--- src/rtl/signed_seq_mult_ctrl_pkg.sv ---
// ============================================================================
//  Module      : signed_seq_mult_ctrl_pkg
//  Description : Shared definitions for the sequential signed multiplier
//                controller: state encoding, shared-negator select codes,
//                default operand width and the state-to-select mapping.
//  Revision    : 1.0  initial release
// ============================================================================
`default_nettype none

package signed_seq_mult_ctrl_pkg;

    localparam int C_DEFAULT_WIDTH = 16;

    typedef enum logic [2:0] {
        S_IDLE   = 3'd0,
        S_NEG_A  = 3'd1,
        S_NEG_B  = 3'd2,
        S_MUL    = 3'd3,
        S_NEG_LO = 3'd4,
        S_NEG_HI = 3'd5,
        S_DONE   = 3'd6
    } state_t;

    // Which operand the single shared negator is working on.
    typedef enum logic [1:0] {
        SEL_A  = 2'd0,
        SEL_B  = 2'd1,
        SEL_LO = 2'd2,
        SEL_HI = 2'd3
    } neg_sel_t;

    // Negator select required while the FSM sits in state s. The select is
    // registered from the next state, so it is already stable on entry.
    function automatic neg_sel_t sel_for_state(input state_t s);
        neg_sel_t v_sel;
        case (s)
            S_NEG_B:  v_sel = SEL_B;
            S_NEG_LO: v_sel = SEL_LO;
            S_NEG_HI: v_sel = SEL_HI;
            default:  v_sel = SEL_A;
        endcase
        return v_sel;
    endfunction

endpackage

`default_nettype wire

--- src/rtl/signed_seq_mult_ctrl_twos_negate_cin.sv ---
// ============================================================================
//  Module      : twos_negate_cin
//  Description : Combinational negate-with-carry: {o_cout, o_out} = ~i_in + i_cin.
//                With i_cin=1 this is a two's complement negation and o_cout
//                is set exactly when i_in is zero.
//  Ports       : i_in   [WIDTH-1:0]  operand
//                i_cin               carry in
//                o_out  [WIDTH-1:0]  ~i_in + i_cin (low WIDTH bits)
//                o_cout              carry out of the addition
//  Revision    : 1.0  initial release
// ============================================================================
`default_nettype none

module twos_negate_cin #(
    parameter int WIDTH = 16
) (
    input  logic [WIDTH-1:0] i_in,
    input  logic             i_cin,
    output logic [WIDTH-1:0] o_out,
    output logic             o_cout
);

    assign {o_cout, o_out} = {1'b0, ~i_in} + {{WIDTH{1'b0}}, i_cin};

endmodule

`default_nettype wire

--- src/rtl/signed_seq_mult_ctrl.sv ---
// ============================================================================
//  Module      : signed_seq_mult_ctrl
//  Description : Sequential signed (two's complement) multiplier controller.
//                One shared negator computes |a|, |b| and then fixes the sign
//                of the 2*WIDTH-bit result; a WIDTH-iteration shift-add runs
//                on the magnitudes in between. Latency is data-independent:
//                done pulses WIDTH+4 rising edges after start is accepted.
//  Ports       : clk                 clock, rising edge
//                rst                 asynchronous reset, active-high
//                start               request, sampled only in IDLE
//                a, b   [WIDTH-1:0]  signed operands, captured on acceptance
//                busy                high in every state except IDLE
//                done                one-cycle pulse, product valid with it
//                product[2W-1:0]     signed product, held until next result
//                ovf                 (only with SIGNED_MULT_OVF_EN) product
//                                    does not fit in WIDTH-bit signed
//  Config      : `define SIGNED_MULT_OVF_EN to add the ovf output.
//  Revision    : 1.0  initial release
// ============================================================================
`default_nettype none

module signed_seq_mult_ctrl
    import signed_seq_mult_ctrl_pkg::*;
#(
    parameter int WIDTH = C_DEFAULT_WIDTH
) (
    input  logic                 clk,
    input  logic                 rst,
    input  logic                 start,
    input  logic [WIDTH-1:0]     a,
    input  logic [WIDTH-1:0]     b,
    output logic                 busy,
    output logic                 done,
    output logic [2*WIDTH-1:0]   product
`ifdef SIGNED_MULT_OVF_EN
    ,
    output logic                 ovf
`endif
);

    localparam int CNT_W = (WIDTH > 1) ? $clog2(WIDTH) : 1;

    // ------------------------------------------------------------------
    // Registers
    // ------------------------------------------------------------------
    state_t               r_state;
    neg_sel_t             r_sel;
    logic [WIDTH-1:0]     r_a;        // operand a, then |a|
    logic [WIDTH-1:0]     r_b;        // operand b, then |b| shifted right
    logic [WIDTH-1:0]     r_hi;
    logic [WIDTH-1:0]     r_lo;
    logic                 r_sgn;
    logic                 r_carry;    // carry out of the low-half negation
    logic [CNT_W-1:0]     r_cnt;
    logic [2*WIDTH-1:0]   r_product;

    // ------------------------------------------------------------------
    // Wires
    // ------------------------------------------------------------------
    state_t               w_next_state;
    logic [WIDTH-1:0]     w_neg_in;
    logic                 w_neg_cin;
    logic [WIDTH-1:0]     w_neg_out;
    logic                 w_neg_cout;
    logic [WIDTH-1:0]     w_addend;
    logic [WIDTH:0]       w_sum;
    logic                 w_last_iter;
    logic [WIDTH-1:0]     w_hi_final;
    logic [2*WIDTH-1:0]   w_product_final;

    // ------------------------------------------------------------------
    // FSM: state register
    // ------------------------------------------------------------------
    always_ff @(posedge clk or posedge rst) begin
        if (rst) begin
            r_state <= S_IDLE;
            r_sel   <= SEL_A;
        end else begin
            r_state <= w_next_state;
            r_sel   <= sel_for_state(w_next_state);
        end
    end

    // ------------------------------------------------------------------
    // FSM: next state and state-decoded outputs
    // ------------------------------------------------------------------
    always_comb begin
        w_next_state = r_state;
        busy         = (r_state != S_IDLE);
        done         = (r_state == S_DONE);
        case (r_state)
            S_IDLE:   if (start) w_next_state = S_NEG_A;
            S_NEG_A:  w_next_state = S_NEG_B;
            S_NEG_B:  w_next_state = S_MUL;
            S_MUL:    if (w_last_iter) w_next_state = S_NEG_LO;
            S_NEG_LO: w_next_state = S_NEG_HI;
            S_NEG_HI: w_next_state = S_DONE;
            S_DONE:   w_next_state = S_IDLE;
            default:  w_next_state = S_IDLE;
        endcase
    end

    assign w_last_iter = (r_cnt == CNT_W'(WIDTH - 1));

    // ------------------------------------------------------------------
    // Shared negator input mux. Only the high-half job uses the saved
    // carry; every other job is a plain two's complement negation.
    // ------------------------------------------------------------------
    always_comb begin
        w_neg_in  = r_a;
        w_neg_cin = 1'b1;
        case (r_sel)
            SEL_A:  w_neg_in = r_a;
            SEL_B:  w_neg_in = r_b;
            SEL_LO: w_neg_in = r_lo;
            SEL_HI: begin
                w_neg_in  = r_hi;
                w_neg_cin = r_carry;
            end
            default: w_neg_in = r_a;
        endcase
    end

    twos_negate_cin #(
        .WIDTH (WIDTH)
    ) u_negate (
        .i_in   (w_neg_in),
        .i_cin  (w_neg_cin),
        .o_out  (w_neg_out),
        .o_cout (w_neg_cout)
    );

    // ------------------------------------------------------------------
    // Shift-add step on magnitudes: add |a| when the current multiplier
    // bit is set, then shift {carry, hi, lo} right by one.
    // ------------------------------------------------------------------
    assign w_addend = r_b[0] ? r_a : '0;
    assign w_sum    = {1'b0, r_hi} + {1'b0, w_addend};

    // The product is loaded on the edge into DONE so it is valid during the
    // done pulse; the high half comes straight from the negator here.
    assign w_hi_final      = r_sgn ? w_neg_out : r_hi;
    assign w_product_final = {w_hi_final, r_lo};

    // ------------------------------------------------------------------
    // Datapath registers
    // ------------------------------------------------------------------
    always_ff @(posedge clk or posedge rst) begin
        if (rst) begin
            r_a       <= '0;
            r_b       <= '0;
            r_hi      <= '0;
            r_lo      <= '0;
            r_sgn     <= 1'b0;
            r_carry   <= 1'b0;
            r_cnt     <= '0;
            r_product <= '0;
        end else begin
            case (r_state)
                S_IDLE: begin
                    if (start) begin
                        r_a     <= a;
                        r_b     <= b;
                        r_sgn   <= a[WIDTH-1] ^ b[WIDTH-1];
                        r_hi    <= '0;
                        r_lo    <= '0;
                        r_carry <= 1'b0;
                        r_cnt   <= '0;
                    end
                end
                S_NEG_A: begin
                    if (r_a[WIDTH-1]) r_a <= w_neg_out;
                end
                S_NEG_B: begin
                    if (r_b[WIDTH-1]) r_b <= w_neg_out;
                end
                S_MUL: begin
                    r_hi  <= w_sum[WIDTH:1];
                    r_lo  <= {w_sum[0], r_lo[WIDTH-1:1]};
                    r_b   <= r_b >> 1;
                    r_cnt <= r_cnt + 1'b1;
                end
                S_NEG_LO: begin
                    if (r_sgn) begin
                        r_lo    <= w_neg_out;
                        r_carry <= w_neg_cout;
                    end
                end
                S_NEG_HI: begin
                    r_hi      <= w_hi_final;
                    r_product <= w_product_final;
                end
                default: begin
                end
            endcase
        end
    end

    assign product = r_product;

`ifdef SIGNED_MULT_OVF_EN
    // ------------------------------------------------------------------
    // Overflow flag: the top WIDTH+1 bits of a WIDTH-bit-representable
    // product are all copies of the sign bit.
    // ------------------------------------------------------------------
    logic                 r_ovf;
    logic [WIDTH:0]       w_top;
    logic                 w_ovf;

    assign w_top = w_product_final[2*WIDTH-1:WIDTH-1];
    assign w_ovf = ~((&w_top) | ~(|w_top));

    always_ff @(posedge clk or posedge rst) begin
        if (rst) begin
            r_ovf <= 1'b0;
        end else if (r_state == S_NEG_HI) begin
            r_ovf <= w_ovf;
        end
    end

    assign ovf = r_ovf;
`endif

endmodule

`default_nettype wire

--- config.mk ---
export PLATFORM = sky130hd
export DESIGN_NAME = signed_seq_mult_ctrl
export DESIGN_NICKNAME = d
export VERILOG_FILES = /design/src/rtl/signed_seq_mult_ctrl_pkg.sv /design/src/rtl/signed_seq_mult_ctrl_twos_negate_cin.sv /design/src/rtl/signed_seq_mult_ctrl.sv
export SDC_FILE = /design/constraint.sdc
export NUM_CORES = 1
export LEC_CHECK = 0
export BUFFER_PORTS_ARGS = -buffer_cell sky130_fd_sc_hd__buf_4
export CORE_MARGIN = 2
export CORE_UTILIZATION = 45
export DETAILED_ROUTE_END_ITERATION = 16
export PLACE_DENSITY = 0.65
export RECOVER_POWER = 50
export SLEW_MARGIN = 20
export SYNTH_ARGS = -nofsm -noshare
export SYNTH_HDL_FRONTEND = slang
export SYNTH_SLANG_ARGS = --single-unit
--- constraint.sdc ---
create_clock -name clk -period 5 [get_ports clk]
set_input_delay 1 -clock clk [delete_from_list [all_inputs] [get_ports clk]]
set_output_delay 1 -clock clk [all_outputs]
set_load 0.02 [all_outputs]
==> qor.csv <==
stage,metric,value,unit
pwr,ir_drop,0.247,mV
global_routing,grt_max_degree,68,
pwr,finalPower,4.19,mW
global_routing,antenna_found_initial,0,
routing,wl_per_cell,20.6,um
synthesis,synth_area_leaders,"dfrtp_1, o21ai_0, nand2_1",
floorplan,start_util,45.6,%
finish,mostFrequentLayoutCell,dfrtp_1,
synthesis,syn_inst,638,
finish,n_antenna_cell,0,
finish,final_cell_area,0.00704,sq mm
synthesis,avgSynthCellArea,9.80,sq um
floorplan,fp.dieW,122,um
routing,first_iter_violations,408,
routing,ant_nets,0,
critical_path,crit_fanout,67,
outcome,violations,"max-capacitance violations, max-slew violations",
outcome,outcome,finished with violations,
synthesis,synth_edf_count,0,
timing,setup_viol,0,
finish,drive_gt1_share,14.4,%
finish,final_cell_mix,"dfrtp_1, nand2_1, o21ai_0, buf_4",
timing,max_freq,0.281,GHz
synthesis,syn_area,0.00625,sq mm
cts,cts_tree,done,
synthesis,ys_seq_area_share,42.8,%
cts,insertion_delay,0.35,ns
timing,finalCritPeriodShare,71.1,%
cts,cts_root_buf,clkbuf_16,
job,cap_violations,1,
timing,timing.setup.tns,0,ns
floorplan,dieHeight,122,um
synthesis,yosysTopAreaCell,dfrtp_1,
floorplan,die-area,0.0149,sq mm
min_path,hold_path_class,flop to flop,
floorplan,io-pin-count,69,
place,io_buffers,68,
synthesis,synth_nets,694,
floorplan,design.core.area,0.0137,sq mm
synthesis,yosysWarnings,0,
routing,finalWirelength,18000,um
cts,cts_setup_buffers,0,
cts,cts_buffers,9,
cts,cts_resized,0,
place,gp_congestion,0.924,
global_routing,grt_pass1_vias,4912,
pwr,power_leakage,3.06,nW
timing,slew_viol_final,68,
cts,htree_levels,3,
place,place_hpwl,13200,um
global_routing,gr-total-overflow,0,
cts,cts_sinks,107,
timing,final_hold_viol_count,0,
synthesis,netlist.area_leader.share,42.8,%
timing,hold_slack,0.476,ns
critical_path,worstSetupPathType,input port to asynchronous set/reset pin,
timing,clock_skew,0.00801,ns
timing,min_period,3.55,ns
place,pre_cts_ws,1.59,ns
floorplan,num_rows,43,
global_routing,grt_use_total,25.5,%
synthesis,synth_seq_cells,107,
finish,area_growth_syn_to_layout,12.6,%
finish,final_nets,744,
critical_path,start_kind,input port,
critical_path,required,5.32,ns
timing,relSlewSlack,-102,%
cts,clkTransAtPathRegs,0.07,ns
synthesis,synthArstFlopShare,100,%
cts,cts_hold_buf,0,
place,postPlaceCellArea,0.00690,sq mm
critical_path,cp.arrival,3.88,ns
cts,clockBufferDepth,2,
routing,viasPerCell,6.00,
pwr,power_density,595,mW/mm^2
routing,via_count,5239,
global_routing,grt_pass1_wl,28600,um
routing,dr.pass1.iters,4,
synthesis,synthFlopType,dfrtp_1,
timing,tightest_slew,3.02,ns
timing,grt_setup_unrepaired,no,
timing,worst_slack,1.45,ns
routing,drc_errors,0,
synthesis,post_synth_num_cell_types,61,
critical_path,cp-end-kind,asynchronous set/reset pin,
metal layers:
layer	track usage, %	part of all wire, %	up-vias
li1	-	-	2434
met1	38.7	47	2582
met2	36.3	44	199
met3	5.34	7.4	24
met4	8.19	2.0	0
met5	0	0	-
flip-flops by register name, indices dropped and copies added, names as in the netlist:
name / flops
r_carry: 1
r_sgn: 1
r_sel: 2
r_cnt: 4
r_hi: 16
r_state: 3
product: 32
r_b: 16
r_lo: 16
r_a: 16
report_power, final:
part | internal [mW] | total [mW] | leakage, nW | switching, mW
Sequential | 1.14 | 1.49 | 1.39 | 0.344
Combinational | 0.792 | 2.03 | 1.53 | 1.24
Clock | 0.365 | 0.674 | 0.137 | 0.310
Total | 2.30 | 4.19 | 3.06 | 1.89
worst max-delay path, cell delays in order:
cell	delay [ns]
clkbuf_4	0.11
clkinvlp_2	1.68
clkbuf_2	1.03
through the flow:
step | utilization [%] | instances
6_report | 51.3 | 873
5_1_grt | 51.3 | 873
4_1_cts | 52.3 | 873
3_5_place_dp | 50.3 | 857
3_3_place_gp | 50.3 | 857
2_1_floorplan | - | 638
path summary, 6_finish.rpt:
check                       startpoint     endpoint  slack (ns)  cells after the start
min reg2reg                product[19]  product[19]        0.48                      2
max                                rst       r_a[8]        1.45                      3
min in group asynchronous          rst   product[1]        1.50                      2
max in group clk                r_b[0]     r_hi[10]        1.56                      9
max reg2reg                     r_b[0]     r_hi[10]        1.56                      9
min                        product[19]  product[19]        0.48                      2
cell usage after synthesis, drive strengths merged (15+ instances only):
cell type    n
a21oi       31
a22oi       37
and2        18
clkbuf      33
dfrtp      107
ha          20
mux2        17
mux4        17
nand2       80
nand3       15
nor2        27
o21ai       80
kinds of logic after synthesis:
kind of cell    synth area share [%]
compound gates                  19.6
xor+xnor                        3.78
flops                           42.8
simple gates                    15.2
fa+ha+maj                       4.32
buf+inv                         3.60
mux                             10.7
final cells by class:
class / count / area [sq um]
Inverter: 14 / 53.8
Clock inverter: 2 / 10.0
Tap cell: 180 / 225
Multi-Input combinational cell: 478 / 3360
Sequential cell: 107 / 2680
Clock buffer: 14 / 264
Timing Repair Buffer: 78 / 455
Fill cell: 1293 / 6680
No activity file was read; power rests on OpenSTA's default activity.
